File: config.mk
export PLATFORM = sky130hd
export DESIGN_NAME = wm_program_sequencer
export DESIGN_NICKNAME = d
export VERILOG_FILES = /design/src/rtl/wm_pkg.sv /design/src/rtl/wm_program_store.sv /design/src/rtl/wm_program_sequencer.sv
export SDC_FILE = /design/constraint.sdc
export NUM_CORES = 1
export LEC_CHECK = 0
export CORE_UTILIZATION = 56
export CTS_CLUSTER_DIAMETER = 40
export DETAILED_ROUTE_END_ITERATION = 10
export GPL_TIMING_DRIVEN = 0
export HOLD_SLACK_MARGIN = 0.03
export PLACE_DENSITY_LB_ADDON = 0.15
export SYNTH_ARGS = -nofsm -noshare
export SYNTH_HDL_FRONTEND = slang
export SYNTH_SLANG_ARGS = --single-unit
File: constraint.sdc
create_clock -name clk -period 4.6 [get_ports clk]
set_input_delay 0.69 -clock clk [delete_from_list [all_inputs] [get_ports clk]]
set_output_delay 0.69 -clock clk [all_outputs]
set_load 0.05 [all_outputs]
File: src/rtl/wm_pkg.sv
// wm_pkg: shared phase codes, sequencer states and program record for the washing-machine sequencer.
package wm_pkg;
  localparam int WM_W = 5;
  localparam logic [1:0] PH_IDLE = 2'd0, PH_WASH = 2'd1, PH_RINSE = 2'd2, PH_SPIN = 2'd3;
  typedef enum logic [2:0] {S_IDLE, S_WASH, S_RINSE, S_SPIN, S_DONE} state_t;
  typedef struct packed {
    logic [WM_W-1:0] wash;
    logic [WM_W-1:0] rinse;
    logic [WM_W-1:0] spin;
    logic [WM_W-1:0] cloth;
  } prog_t;
endpackage

File: src/rtl/wm_program_store.sv
// wm_program_store: DEPTH-slot program register file with a registered read port and a live port for start snapshots.
module wm_program_store #(
  parameter int W = 5,
  parameter int DEPTH = 4,
  parameter int AW = $clog2(DEPTH)
) (
  input  logic            clk,
  input  logic            rst,
  input  logic            wr_en,
  input  logic            rd_en,
  input  logic [AW-1:0]   addr,
  input  logic [4*W-1:0]  wdata,
  output logic [4*W-1:0]  rdata,
  output logic [4*W-1:0]  cur,
  output logic            rd_valid
);
  logic [4*W-1:0] mem [DEPTH];
  assign cur = mem[addr];
  always_ff @(posedge clk or posedge rst)
    if (rst) begin
      for (int i = 0; i < DEPTH; i++) mem[i] <= '0;
      rdata <= '0;
      rd_valid <= 1'b0;
    end else begin
      if (wr_en) mem[addr] <= wdata;
      rdata <= rd_en ? mem[addr] : '0;
      rd_valid <= rd_en;
    end
endmodule

File: src/rtl/wm_program_sequencer.sv
// wm_program_sequencer: program store plus a WASH/RINSE/SPIN countdown sequencer with prescaled time units.
module wm_program_sequencer
  import wm_pkg::*;
#(
  parameter int W = 5,
  parameter int DEPTH = 4,
  parameter int AW = $clog2(DEPTH),
  parameter int TICK_DIV = 1,
  parameter int MAX_LOAD = 20
) (
  input  logic          clk,
  input  logic          rst,
  input  logic          wr_en,
  input  logic          rd_en,
  input  logic [AW-1:0] addr,
  input  logic [W-1:0]  wash_in,
  input  logic [W-1:0]  rinse_in,
  input  logic [W-1:0]  spin_in,
  input  logic [W-1:0]  cloth_in,
  output logic [W-1:0]  wash_out,
  output logic [W-1:0]  rinse_out,
  output logic [W-1:0]  spin_out,
  output logic [W-1:0]  cloth_out,
  output logic          rd_valid,
  input  logic          start,
  input  logic          abort,
  output logic          busy,
  output logic [1:0]    phase,
  output logic [W-1:0]  time_left,
  output logic          done,
  output logic          err
);
  localparam int PW = TICK_DIV > 1 ? $clog2(TICK_DIV) : 1;
  state_t state, state_n;
  logic [W-1:0] tl, tl_n, snap_r, snap_r_n, snap_s, snap_s_n;
  logic [W-1:0] c_wash, c_rinse, c_spin, c_cloth;
  logic [PW-1:0] pre, pre_n;
  logic [4*W-1:0] cur, rdata;
  logic err_n, wrap;
  wm_program_store #(.W(W), .DEPTH(DEPTH), .AW(AW)) u_store (
    .clk(clk), .rst(rst), .wr_en(wr_en), .rd_en(rd_en), .addr(addr),
    .wdata({wash_in, rinse_in, spin_in, cloth_in}),
    .rdata(rdata), .cur(cur), .rd_valid(rd_valid)
  );
  assign {wash_out, rinse_out, spin_out, cloth_out} = rdata;
  assign {c_wash, c_rinse, c_spin, c_cloth} = cur;
  assign wrap = pre == PW'(TICK_DIV - 1);
  // Only rinse and spin need snapshots: wash is loaded straight into tl at start.
  always_comb begin
    state_n = state;
    tl_n = tl;
    pre_n = pre;
    snap_r_n = snap_r;
    snap_s_n = snap_s;
    err_n = 1'b0;
    case (state)
      S_IDLE: if (start && !abort) begin
        if (c_cloth == '0 || c_cloth > W'(MAX_LOAD)) err_n = 1'b1;
        else begin
          snap_r_n = c_rinse;
          snap_s_n = c_spin;
          pre_n = '0;
          state_n = c_wash != '0 ? S_WASH : c_rinse != '0 ? S_RINSE : c_spin != '0 ? S_SPIN : S_DONE;
          tl_n = c_wash != '0 ? c_wash : c_rinse != '0 ? c_rinse : c_spin;
        end
      end
      S_DONE: state_n = S_IDLE;
      default: if (abort) begin
        state_n = S_IDLE;
        tl_n = '0;
        pre_n = '0;
      end else if (!wrap) pre_n = pre + 1'b1;
      else begin
        pre_n = '0;
        tl_n = tl - 1'b1;
        if (tl == W'(1)) begin
          state_n = (state == S_WASH && snap_r != '0) ? S_RINSE : (state != S_SPIN && snap_s != '0) ? S_SPIN : S_DONE;
          tl_n = (state == S_WASH && snap_r != '0) ? snap_r : (state != S_SPIN) ? snap_s : '0;
        end
      end
    endcase
  end
  always_ff @(posedge clk or posedge rst)
    if (rst) begin
      state <= S_IDLE;
      tl <= '0;
      pre <= '0;
      snap_r <= '0;
      snap_s <= '0;
      err <= 1'b0;
    end else begin
      state <= state_n;
      tl <= tl_n;
      pre <= pre_n;
      snap_r <= snap_r_n;
      snap_s <= snap_s_n;
      err <= err_n;
    end
  assign busy = state == S_WASH || state == S_RINSE || state == S_SPIN;
  assign phase = state == S_WASH ? PH_WASH : state == S_RINSE ? PH_RINSE : state == S_SPIN ? PH_SPIN : PH_IDLE;
  assign done = state == S_DONE;
  assign time_left = tl;
endmodule
==> run metrics <==
status=finished clean; max-cap viol count=0; register area share after synthesis=between 50 and 60%; dpl cells=567; fin cells=599; Slew headroom=about half; CP Capture Type=primary output; Rows=35; clk_lat worst skew=0.51 ns; Slew Viols, Final=0; kind of critical path=reg2out; clk buf depth=2; synthesis-stage register bit count=120; total track usage=25.49%; Worst EP required=3.91 ns; slowest stage delay, CP=0.82 ns; Worst Path Max Fanout=8; number of top-level pins=59; die area=0.01013 sq mm; die width=100.6 microns; setup slack, reg-to-reg=between 2 and 2.5 ns; cells after synthesis=381; Yosys warning count=0; vias in the first global route=3596; RSZ-0062 raised after global routing=no; Initial Util=about three fifths; Async SR Flop Fraction=100.0%; reg2reg path depth=6; number of synthesized flops with an enable pin=0; CTS root buf=clkbuf_8; first-pass GRT wire length=18.96 mm; vias=3449; Via density=5.758; Post-Route WL=around 11 mm; Hold Vio Cnt, Final=0; Hold/Removal Path Class=reg2reg; DIE HEIGHT=100.6 microns; ant diodes=0; hold_buf cts=0; Startpoint Class=register; # H-tree levels=4; grt ovf=0; placed cell area=around 0.0062 sq mm; final worst path period share=64.20%; fin area=0.006805 sq mm; final setup vio count=0; antenna viol nets, final=0; synth unique cells=51; clock-pin slew on the worst setup and hold paths=approximately 0.060 ns; CP Launch Point=state[2]$_DFFE_PP0P_; hold depth=1; min cycle time layout=2.953 ns; worst endpoint data arrival time=about 2.3 ns; min-delay src=u_store.mem[6]$_DFFE_PP0P_; Syn-to-layout area delta=24.92%; Worst R2R Start=snap_r[1]$_DFFE_PP0P_; Remaining DRCs=0; Sink Count=120; CTS resizes=0; syn_area_per_cell=between 10 and 15 sq um; clk_skew=0.008649 ns; CP max stage cell=clkdlybuf4s50_1; Peak supply drop=between 0.2 and 0.3 mV; Post-synth top flop=dfrtp_1; initial DRC count=178; crit-path cells=clkbuf_1 -> nand2b_1 -> inv_1 -> clkdlybuf4s50_1; layout cells sized above 1=roughly a third; pwr/cell area=595.3 mW/mm^2; Pleak=2.824 nW; 1st-pass router iterations=4; Synth Cell Area=0.005448 sq mm; synthesized net count=between 400 and 500; WL/cell=19.07 microns; Final HPWL DP=a little under 8 mm; initial antenna violation count=0; Core Region=about 0.0093 sq mm; GPL Wtd Cong=0.8555; total CTS buffers=17; Worst Max-Slew Pin Slew=around 0.73 ns; post-CTS setup buffers=0; nets@finish=487; Max Freq=338.6 MHz; largest net degree at the start of global routing=78; IO buf count=56; CTS tree=built
critical path, delay by kind of cell, from the launching register on:
kind                   cells  cell delay, ns
and+or+nand+nor            1            0.24
DFF                        1            0.36
buffers and inverters      3            1.16
stage by stage:
stage / hold WS [ns] / power (mW) / utilization, % / setup slack, ns / setup TNS, ns
global route: 0.5126 / 4.244 / 72.96 / 1.533 / 0
detailed placement: 0.4903 / 2.711 / 66.47 / 1.195 / 0
CTS: 0.5037 / 4.067 / 72.96 / 1.629 / 0
floorplan: 0.4704 / 2.342 / - / 0.7242 / 0
global placement: 0.4814 / 2.671 / 66.14 / -0.7526 / -88.90
finish: 0.4995 / 4.051 / 72.96 / 1.647 / 0
cells in the final DEF (no fill, tap or decap), types with 5 or more instances in the layout:
cell type	synthesis	routed
a21oi_1	9	9
a221oi_1	5	5
and2_1	20	20
clkbuf_1	15	15
clkbuf_16	0	16
clkdlybuf4s50_1	0	56
dfrtp_1	120	120
inv_1	8	7
mux2_2	90	90
mux4_2	19	19
nor2_1	18	18
registers in the layout (all words and copies together) (netlist names):
register and count:
err 1, snap_r 5, snap_s 5, state 3, time_left 5, u_store.mem 80
u_store.rd_valid 1, u_store.rdata 20
Yosys cell counts, types with 2 or more instances:
cell type / instances / area share (%)
a2111oi_0: 2 / 0.32
a211oi_1: 4 / 0.55
a21oi_1: 9 / 0.83
a221oi_1: 5 / 0.80
a22oi_1: 4 / 0.55
a31oi_1: 3 / 0.34
and2_1: 20 / 2.3
buf_2: 4 / 0.37
clkbuf_1: 15 / 1.0
dfrtp_1: 120 / 55
ha_1: 2 / 0.46
inv_1: 8 / 0.55
mux2_2: 90 / 19
mux2_4: 2 / 0.55
mux4_2: 19 / 7.9
nand2_1: 3 / 0.21
nand2b_1: 2 / 0.23
nand3_2: 2 / 0.37
nand3b_1: 3 / 0.41
nor2_1: 18 / 1.2
nor3_1: 4 / 0.37
nor3b_1: 2 / 0.28
nor4_1: 3 / 0.34
o21a_1: 3 / 0.41
o21ai_0: 4 / 0.37
o31ai_1: 2 / 0.28
or4_1: 4 / 0.55
final timing paths:
path                                               endpoint
max in group asynchronous       u_store.mem[58]$_DFFE_PP0P_
min in group asynchronous        u_store.rdata[2]$_DFF_PP0_
worst min-delay path             u_store.mem[6]$_DFFE_PP0P_
worst max-delay path                               phase[0]
worst max register to register     time_left[1]$_DFFE_PP0P_
worst min register to register   u_store.mem[6]$_DFFE_PP0P_
metal layers:
metal / vias to the layer above / global-route usage [%] / wire length, microns
li1: 1579 / - / -
met1: 1765 / 34.88 / 5162
met2: 87 / 40.57 / 5686
met3: 18 / 5.201 / 413
met4: 0 / 9.810 / 162
met5: - / 0 / 0
cells by family (layout without fill, tap and decap cells):
family | Yosys count | after routing | share of synthesized area (%)
compound gates | 48 | 48 | 6.638
xor+xnor | 1 | 1 | 0.1608
fa+ha+maj | 2 | 2 | 0.4593
buf+inv | 29 | 118 | 2.434
flops | 120 | 120 | 55.12
mux | 113 | 113 | 27.68
simple gates | 68 | 68 | 7.510
cell type report:
type	count	area, sq um
flip-flops and latches	120	3003
fillers	650	2522
multi-input cells	232	2312
repair buffers	57	588.1
clock buffers	17	414.1
clock inverters	15	191.4
well taps	129	161.4
plain buffers	21	102.6
inverters	8	32.53
power breakdown:
| part | internal (mW) | switching [mW] | total (mW) |
|---|---|---|---|
| Combinational | 0.536 | 0.718 | 1.25 |
| Clock | 0.838 | 0.509 | 1.35 |
| Sequential | 1.30 | 0.153 | 1.45 |
| Total | 2.67 | 1.38 | 4.05 |
Power figures use the tool's default switching activity.
==> variant: new RTL, same settings <==
`W` is set to 5 in 2 places; all go to 7.
--- a/src/rtl/wm_program_store.sv
+++ b/src/rtl/wm_program_store.sv
@@ -2,3 +2,3 @@
 module wm_program_store #(
-  parameter int W = 5,
+  parameter int W = 7,
   parameter int DEPTH = 4,
--- a/src/rtl/wm_program_sequencer.sv
+++ b/src/rtl/wm_program_sequencer.sv
@@ -4,3 +4,3 @@
 #(
-  parameter int W = 5,
+  parameter int W = 7,
   parameter int DEPTH = 4,
Ports: changed (9 resized); port bits go from 59 to 77. No check against the original RTL was run, so the function may have changed too.
==> variant against the unedited design <==
- sequential cell count increased by 46
- wire length rose by 35%
- combinational power increased by 22%
- synthesized area is 35% higher
- worst setup slack worse by 0.94 ns
- cell area up 31%
- power grew 18%
- die area rose by 35%
- largest cell class unchanged
- highest routed layer unchanged
==> variant: results (changes against the unedited design) <==
[final_layout]
buffers=103  ; +32%
nonClkBufAreaFrac_pct=10.64  ; +0.49 points
multi_input_area_share_pct=34.36  ; +0.38 points
final_nets=630  ; +29%
clock_area_share_pct=5.811  ; -3.1 points
largestRegisters=u_store.mem (112), u_store.rdata (28)
inverters=6  ; -2
multi_input_cells=298  ; +28%
fill_cells=909  ; +40%
syn2layout_area_growth_pct=21.13
drive_gt1_share_pct=32.50  ; -1.8 points
seqCellArea_um2=4154  ; +38%

[logic_synthesis]
synth_top_cells_by_count=166 x dfrtp_1, 133 x mux2_2, 28 x and2_1
syn-mean-instance-area_um2=14.90  ; +4.2%
yosys-top-cells-area=dfrtp_1 56%, mux2_2 20%, mux4_2 5.5%
ys_types=46  ; -9.8%
syn-num-nets=533  ; +30%

[placed_design]
dp_hpwl_um=11000  ; +40%
dp_cells=745  ; +31%
placed_cell_area_um2=8417  ; +36%
gp_congestion=0.8475  ; -0.94%
io_buffer_count=74  ; +32%
pre_cts_slack_ns=0.2941  ; -0.9007 ns

[routing]
detail_route.vias_per_cell=5.791  ; +0.57%
m1WireLength_um=6932  ; +34%
drt_wl_total_um=15430  ; +35%
met3WireLength_um=634  ; +54%

[timing]
min_period_ns=3.889  ; +0.9359 ns
hold-worst-slack_ns=0.5000  ; +0.0005110 ns
skew_ns=0.005441  ; -0.003208 ns
worstMarginPinSlew_ns=0.7407  ; +0.008291 ns

[clocking]
cts.sinks=166  ; +38%
insertion_delay_ns=0.42  ; -0.09 ns
clkTransAtPathRegs_ns=0.06  ; about the same

[grt]
grt_use_met3_pct=6.025  ; +0.82 points
grt_max_degree=45  ; -42%
use_met2_pct=41.38  ; +0.81 points
grt_pass1_wl_um=25210  ; +33%
grt_use_total_pct=25.41  ; -0.080 points
grt_use_met1_pct=33.89  ; -0.99 points

[setup_path]
arrival_ns=4.25  ; +1.99 ns
slowest_delay_ns=0.65  ; -0.17 ns
slowest_stage=nor4_1
rrSetupSlack_ns=1.78  ; -0.24 ns
path_max_fanout=10  ; +2

[status]
status=complete, no violations

[power_and_ir_drop]
p_leak_nw=3.746  ; +33%
ir_worst_vdd_mv=0.2852  ; -3.5%
p_seq_w=0.00199  ; +37%
switching_share_pct=33.27  ; -0.81 points
p_clk_w=0.00126  ; -7%
p_comb_w=0.00153  ; +22%

[die]
tap-cell-count=172  ; +33%

==> variant: logic make-up (layout without fill, tap and decap cells) <==
logic type,after synthesis,count (layout),synth area share [%]
flip-flops,166,166,56.31
AO/OA/AOI/OAI,46,46,4.783
XOR/XNOR,4,4,0.4750
buffers and inverters,31,139,2.069
AND/OR/NAND/NOR,85,85,6.666
adder cells (fa/ha/maj),2,2,0.3392
multiplexers,161,161,29.36
==> variant: final timing paths <==
check | endpoint | start
max in group asynchronous | snap_s[6]$_DFFE_PP0P_ | rst
worst max-delay path | time_left[4]$_DFFE_PP0P_ | addr[0]
worst min register to register | u_store.mem[29]$_DFFE_PP0P_ | u_store.mem[29]$_DFFE_PP0P_
worst max register to register | snap_r[0]$_DFFE_PP0P_ | u_store.mem[32]$_DFFE_PP0P_
worst min-delay path | u_store.mem[29]$_DFFE_PP0P_ | u_store.mem[29]$_DFFE_PP0P_
min in group asynchronous | u_store.mem[21]$_DFFE_PP0P_ | rst
